### src/rtl/ifu_pkg.sv
// ============================================================================
// Module      : ifu_pkg
// Description : Shared widths, reset PC, state encodings and PC alignment
//               helper for the instruction fetch unit.
// Revision    : 1.0 - initial release
// ============================================================================
`default_nettype none

package ifu_pkg;

    localparam int REG_W_END = 31;
    localparam int IFU_W     = REG_W_END + 1;

    typedef logic [IFU_W-1:0] ifu_word_t;

    localparam ifu_word_t IFU_RESET_PC = 32'h8000_0000;

    localparam int IFU_STATE_W = 3;
    typedef logic [IFU_STATE_W-1:0] ifu_state_t;

    localparam ifu_state_t IFU_IDLE  = 3'd0;
    localparam ifu_state_t IFU_FETCH = 3'd1;
    localparam ifu_state_t IFU_WAIT  = 3'd2;
    localparam ifu_state_t IFU_DONE  = 3'd3;
    localparam ifu_state_t IFU_HOLD  = 3'd4;

    // Instructions are word aligned; the low two bits of a redirect are dropped.
    function automatic ifu_word_t ifu_align(input ifu_word_t addr);
        return {addr[IFU_W-1:2], 2'b00};
    endfunction

endpackage

`default_nettype wire

### src/rtl/ifu_watchdog.sv
// ============================================================================
// Module      : ifu_watchdog
// Description : Memory-response watchdog; counts cycles while enabled and
//               flags when the count equals LIMIT. Used with IFU_TIMEOUT_EN.
// Revision    : 1.0 - initial release
// ============================================================================
`default_nettype none

module ifu_watchdog #(
    parameter int unsigned LIMIT = 255
) (
    input  logic clock,
    input  logic reset,
    input  logic clear,
    input  logic enable,
    output logic hit
);

    localparam int CNT_W = (LIMIT < 1) ? 1 : $clog2(LIMIT + 1);

    logic [CNT_W-1:0] r_count;

    always_ff @(posedge clock) begin
        if (reset || clear) begin
            r_count <= '0;
        end else if (enable && !hit) begin
            r_count <= r_count + 1'b1;
        end
    end

    assign hit = (r_count == CNT_W'(LIMIT));

endmodule

`default_nettype wire

### src/rtl/ifu.sv
// ============================================================================
// Module      : ifu
// Description : Instruction fetch unit; one fetch in flight, presents the word
//               to the decoder and holds it until retirement. Optional fetch
//               timeout watchdog enabled by defining IFU_TIMEOUT_EN.
// Revision    : 1.0 - initial release
// ============================================================================
`default_nettype none

module ifu
    import ifu_pkg::*;
#(
    parameter ifu_word_t   RESET_PC       = IFU_RESET_PC,
    parameter int unsigned TIMEOUT_CYCLES = 255
) (
    input  logic             clock,
    input  logic             reset,
    output logic             mem_reqValid,
    output logic [IFU_W-1:0] mem_addr,
    input  logic             mem_respValid,
    input  logic [IFU_W-1:0] mem_rdata,
    output logic             reqValid,
    output logic [IFU_W-1:0] inst,
    output logic [IFU_W-1:0] pc,
    input  logic             nextValid,
    input  logic [IFU_W-1:0] pc_next,
    output logic             fault
);

    ifu_state_t r_state;
    ifu_state_t w_state_next;
    ifu_word_t  r_pc;
    ifu_word_t  r_inst;
    logic       w_wd_hit;

`ifdef IFU_TIMEOUT_EN
    logic r_fault;

    ifu_watchdog #(
        .LIMIT (TIMEOUT_CYCLES)
    ) u_watchdog (
        .clock  (clock),
        .reset  (reset),
        .clear  (r_state != IFU_WAIT),
        .enable (r_state == IFU_WAIT),
        .hit    (w_wd_hit)
    );

    // A response in the limit cycle takes priority over the timeout.
    always_ff @(posedge clock) begin
        if (reset) begin
            r_fault <= 1'b0;
        end else if (r_state == IFU_WAIT && !mem_respValid && w_wd_hit) begin
            r_fault <= 1'b1;
        end
    end

    assign fault = r_fault;
`else
    logic [31:0] w_unused_timeout;

    assign w_unused_timeout = 32'(TIMEOUT_CYCLES);
    assign w_wd_hit         = 1'b0;
    assign fault            = 1'b0;
`endif

    always_ff @(posedge clock) begin
        if (reset) begin
            r_state <= IFU_IDLE;
        end else begin
            r_state <= w_state_next;
        end
    end

    always_comb begin
        w_state_next = r_state;
        case (r_state)
            IFU_IDLE:  w_state_next = IFU_FETCH;
            IFU_FETCH: w_state_next = IFU_WAIT;
            IFU_WAIT: begin
                if (mem_respValid) begin
                    w_state_next = IFU_DONE;
                end else if (w_wd_hit) begin
                    w_state_next = IFU_FETCH;
                end
            end
            IFU_DONE:  w_state_next = IFU_HOLD;
            IFU_HOLD: begin
                if (nextValid) begin
                    w_state_next = IFU_FETCH;
                end
            end
            default:   w_state_next = IFU_IDLE;
        endcase
    end

    always_comb begin
        mem_reqValid = 1'b0;
        reqValid     = 1'b0;
        case (r_state)
            IFU_FETCH: mem_reqValid = 1'b1;
            IFU_DONE:  reqValid     = 1'b1;
            default: begin
                mem_reqValid = 1'b0;
                reqValid     = 1'b0;
            end
        endcase
    end

    // Each input only acts in the state that owns it; stray pulses are dropped.
    always_ff @(posedge clock) begin
        if (reset) begin
            r_pc   <= RESET_PC;
            r_inst <= '0;
        end else begin
            if (r_state == IFU_HOLD && nextValid) begin
                r_pc <= ifu_align(pc_next);
            end
            if (r_state == IFU_WAIT && mem_respValid) begin
                r_inst <= mem_rdata;
            end
        end
    end

    assign pc       = r_pc;
    assign mem_addr = r_pc;
    assign inst     = r_inst;

endmodule

`default_nettype wire

### config.mk
export PLATFORM = sky130hd
export DESIGN_NAME = ifu
export DESIGN_NICKNAME = d
export VERILOG_FILES = /design/src/rtl/ifu_pkg.sv /design/src/rtl/ifu_watchdog.sv /design/src/rtl/ifu.sv
export SDC_FILE = /design/constraint.sdc
export NUM_CORES = 1
export LEC_CHECK = 0
export CAP_MARGIN = 10
export CORE_MARGIN = 5
export CORE_UTILIZATION = 40
export DETAILED_ROUTE_END_ITERATION = 8
export PLACE_DENSITY = 0.86
export SLEW_MARGIN = 20
export SYNTH_ARGS = -nofsm -noshare
export SYNTH_HDL_FRONTEND = slang
export SYNTH_SLANG_ARGS = --single-unit
### constraint.sdc
create_clock -name clock -period 3.9 [get_ports clock]
set_input_delay 0.78 -clock clock [delete_from_list [all_inputs] [get_ports clock]]
set_output_delay 0.78 -clock clock [all_outputs]
set_load 0.02 [all_outputs]
==> results.cfg <==
[outcome]
outcome = finished clean

[pwr]
cellLeakagePower_nw = 1.42
power_w = 0.00150
power_density_nw_per_um2 = 350
ir_worst_vdd_mv = 0.185

[synth]
yosysSeqAreaShare_pct = 47.6
yosysTopAreaCell = dfxtp_1
synth-edff-count = 0
async_reset_ff_share_pct = 0
synth_cell_types = 23
synth_top_cells_by_count = nand2_1 (112), dfxtp_1 (65), buf_4 (37)
synth_area_leaders = dfxtp_1 (48%), nand2_1 (15%), buf_4 (10%)
ys_warn_count = 0
syn_avg_cell_area_um2 = 8.40
syn_area_um2 = 2730
ys_seq_elements = 65
synth_flop_cell = dfxtp_1
synth_top_cell_area_share_pct = 47.6
synth_most_common_cell = nand2_1
synthCells = 325

[clock_tree]
clock-sinks = 65
clk_pin_slew_worst_paths_ns = 0.07
cts_max_level = 3
postCtsHoldBufs = 0
ctsResizeCount = 0
clockBufferDepth = 2
cts_setup_buffers = 0
cts_buffers = 9
root_buffer = clkbuf_8
cts_tree = done
clk_latency_ns = 0.32

[die]
rows = 30
die_w_um = 92.6
start_util_pct = 40.7
die_y_um = 92.6
ioPinCount = 167
design.core.area_um2 = 6720
dieArea_um2 = 8580

[min_path]
hold-path-cell-count = 2
min_path_type = reg -> reg
hold_path_startpoint = inst[22]
min_to = inst[22]

[global_route]
grt_overflow_total = 0
grt_max_degree = 45
grt_pass1_vias = 2464
grt_pass1_wl_um = 11400
track_usage_pct = 16.5
antenna_found_initial = 0

[final_layout]
stdcell_count = 529
finalNetCount = 513
n_fill_cell = 562
num_antenna_cells = 0
multiInputGateArea_um2 = 1060
syn_to_final_growth_pct = 56.5
drive_gt1_share_pct = 13.6
seq_area_um2 = 1300

[timing]
period_needed_ns = 2.53
finalSetupViolCount = 0
relSlewSlack_pct = 40.0
fin_crit_sh_pct = 64.8
rsz0062_at_grt = no
tightest_slew_ns = 0.900
maxSlewViolCount = 0
finalHoldViolations = 0
clock_skew_ns = 0.00774
fmax_mhz = 395
fin_tns_setup_ns = 0

[critical_path]
rr_worst_depth = 3
critical_path.top_delay_family = buffers and inverters
critPathRequiredTime_ns = 3.12
crit_path_end_kind = primary output
crit_type = reg -> out
cp_data_arrival_time_ns = 1.75
r2r_slack_ns = 2.29
worstSetupStartpoint = r_state[0]
start_kind = register
worstPathMaxFanout = 9
crit_slowest_cell = clkdlybuf4s50_1
crit_chain = nor3b_1 -> clkdlybuf4s50_1
path_buf_inv = 1
r2r-start = r_state[2]
r2r_end = mem_addr[11]
cpPeakStageDelay_ns = 0.67

[route]
viasPerCell = 4.73
wl_um = 7420
num_vias = 2504
drt_iter0_drc = 83
wl_per_cell_um = 14.0
drc = 0
firstDrtPassIters = 4
postRouteAntennaNets = 0

[placed_design]
hpwl_um = 5480
routabilityCongestion = 0.754
io_buffer_count = 159
dp_cells = 514

[flow_run]
cap_violations = 0
[worst min-delay path: stages, from the launching register on]
cell	delay, ns
dfxtp_1	0.31
nand2_1	0.05
a21oi_1	0.05
[metrics by stage]
step / setup WS [ns] / hold slack [ns] / area, um2 / util, %
after CTS: 1.34 / 0.463 / 4270 / 63.6
after floorplan: 2.14 / 0.522 / 2750 / -
after global placement: 1.64 / 0.443 / 4080 / 60.7
after global routing: 1.25 / 0.484 / 4270 / 63.6
final: 1.37 / 0.464 / 4270 / 63.6
after detailed placement: 1.54 / 0.450 / 4080 / 60.7
[where the power goes]
part	total [W]	internal [W]	switching, W
logic	0.000231	0.000124	0.000106
registers	0.000704	0.000685	0.0000184
clock network	0.000563	0.000325	0.000238
total	0.00150	0.00113	0.000363
[routing by layer]
metal	share of wire (%)	up-vias	track usage (%)
li1	-	1236	-
met1	39	1143	17.1
met2	49	105	29.4
met3	8.9	20	5.77
met4	3.1	0	8.30
met5	0	-	0
[area by class of cell]
| type | instances | area share (%) |
|---|---|---|
| Tap cell | 80 | 2.34 |
| Multi-Input combinational cell | 205 | 24.7 |
| Inverter | 1 | 0.0878 |
| Timing Repair Buffer | 163 | 37.8 |
| Sequential cell | 65 | 30.4 |
| Clock buffer | 12 | 3.63 |
| Clock inverter | 3 | 0.937 |
[cell families (layout without fill, tap and decap cells)]
logic type / count (synthesis) / count (layout) / share of synthesized area (%)
AO/OA/AOI/OAI: 63 / 63 / 15.8
XOR/XNOR: 1 / 1 / 0.321
buffers and inverters: 59 / 179 / 14.8
flip-flops: 65 / 65 / 47.6
other: 1 / 5 / 0.137
AND/OR/NAND/NOR: 136 / 136 / 21.4
[how the worst max path moves through the flow]
stage / depth (start not counted) / end / slack (ns)
2_1_floorplan: 2 / mem_reqValid / 2.14
3_3_place_gp: 4 / mem_addr[27] / 1.64
3_5_place_dp: 4 / mem_addr[11] / 1.54
4_1_cts: 2 / mem_reqValid / 1.34
5_1_grt: 2 / mem_reqValid / 1.25
6_report: 2 / mem_reqValid / 1.37
[flip-flops by register name, summed over array words and instances (netlist names)]
register  count
mem_addr     30
inst         32
r_state       3
[layout by cell type, fill, tap and decap left out, drive strengths merged, types with 2 or more instances in the layout]
cell / synthesis / routed
dfxtp: 65 / 65
nor3: 3 / 3
conb: 1 / 5
nor2: 3 / 3
a21oi: 61 / 61
clkinv: 0 / 2
clkbuf: 9 / 12
nand4bb: 2 / 2
nor3b: 2 / 2
clkdlybuf4s50: 0 / 158
buf: 49 / 5
nand2: 122 / 122
Note: power is estimated with default switching activity, not from simulation.
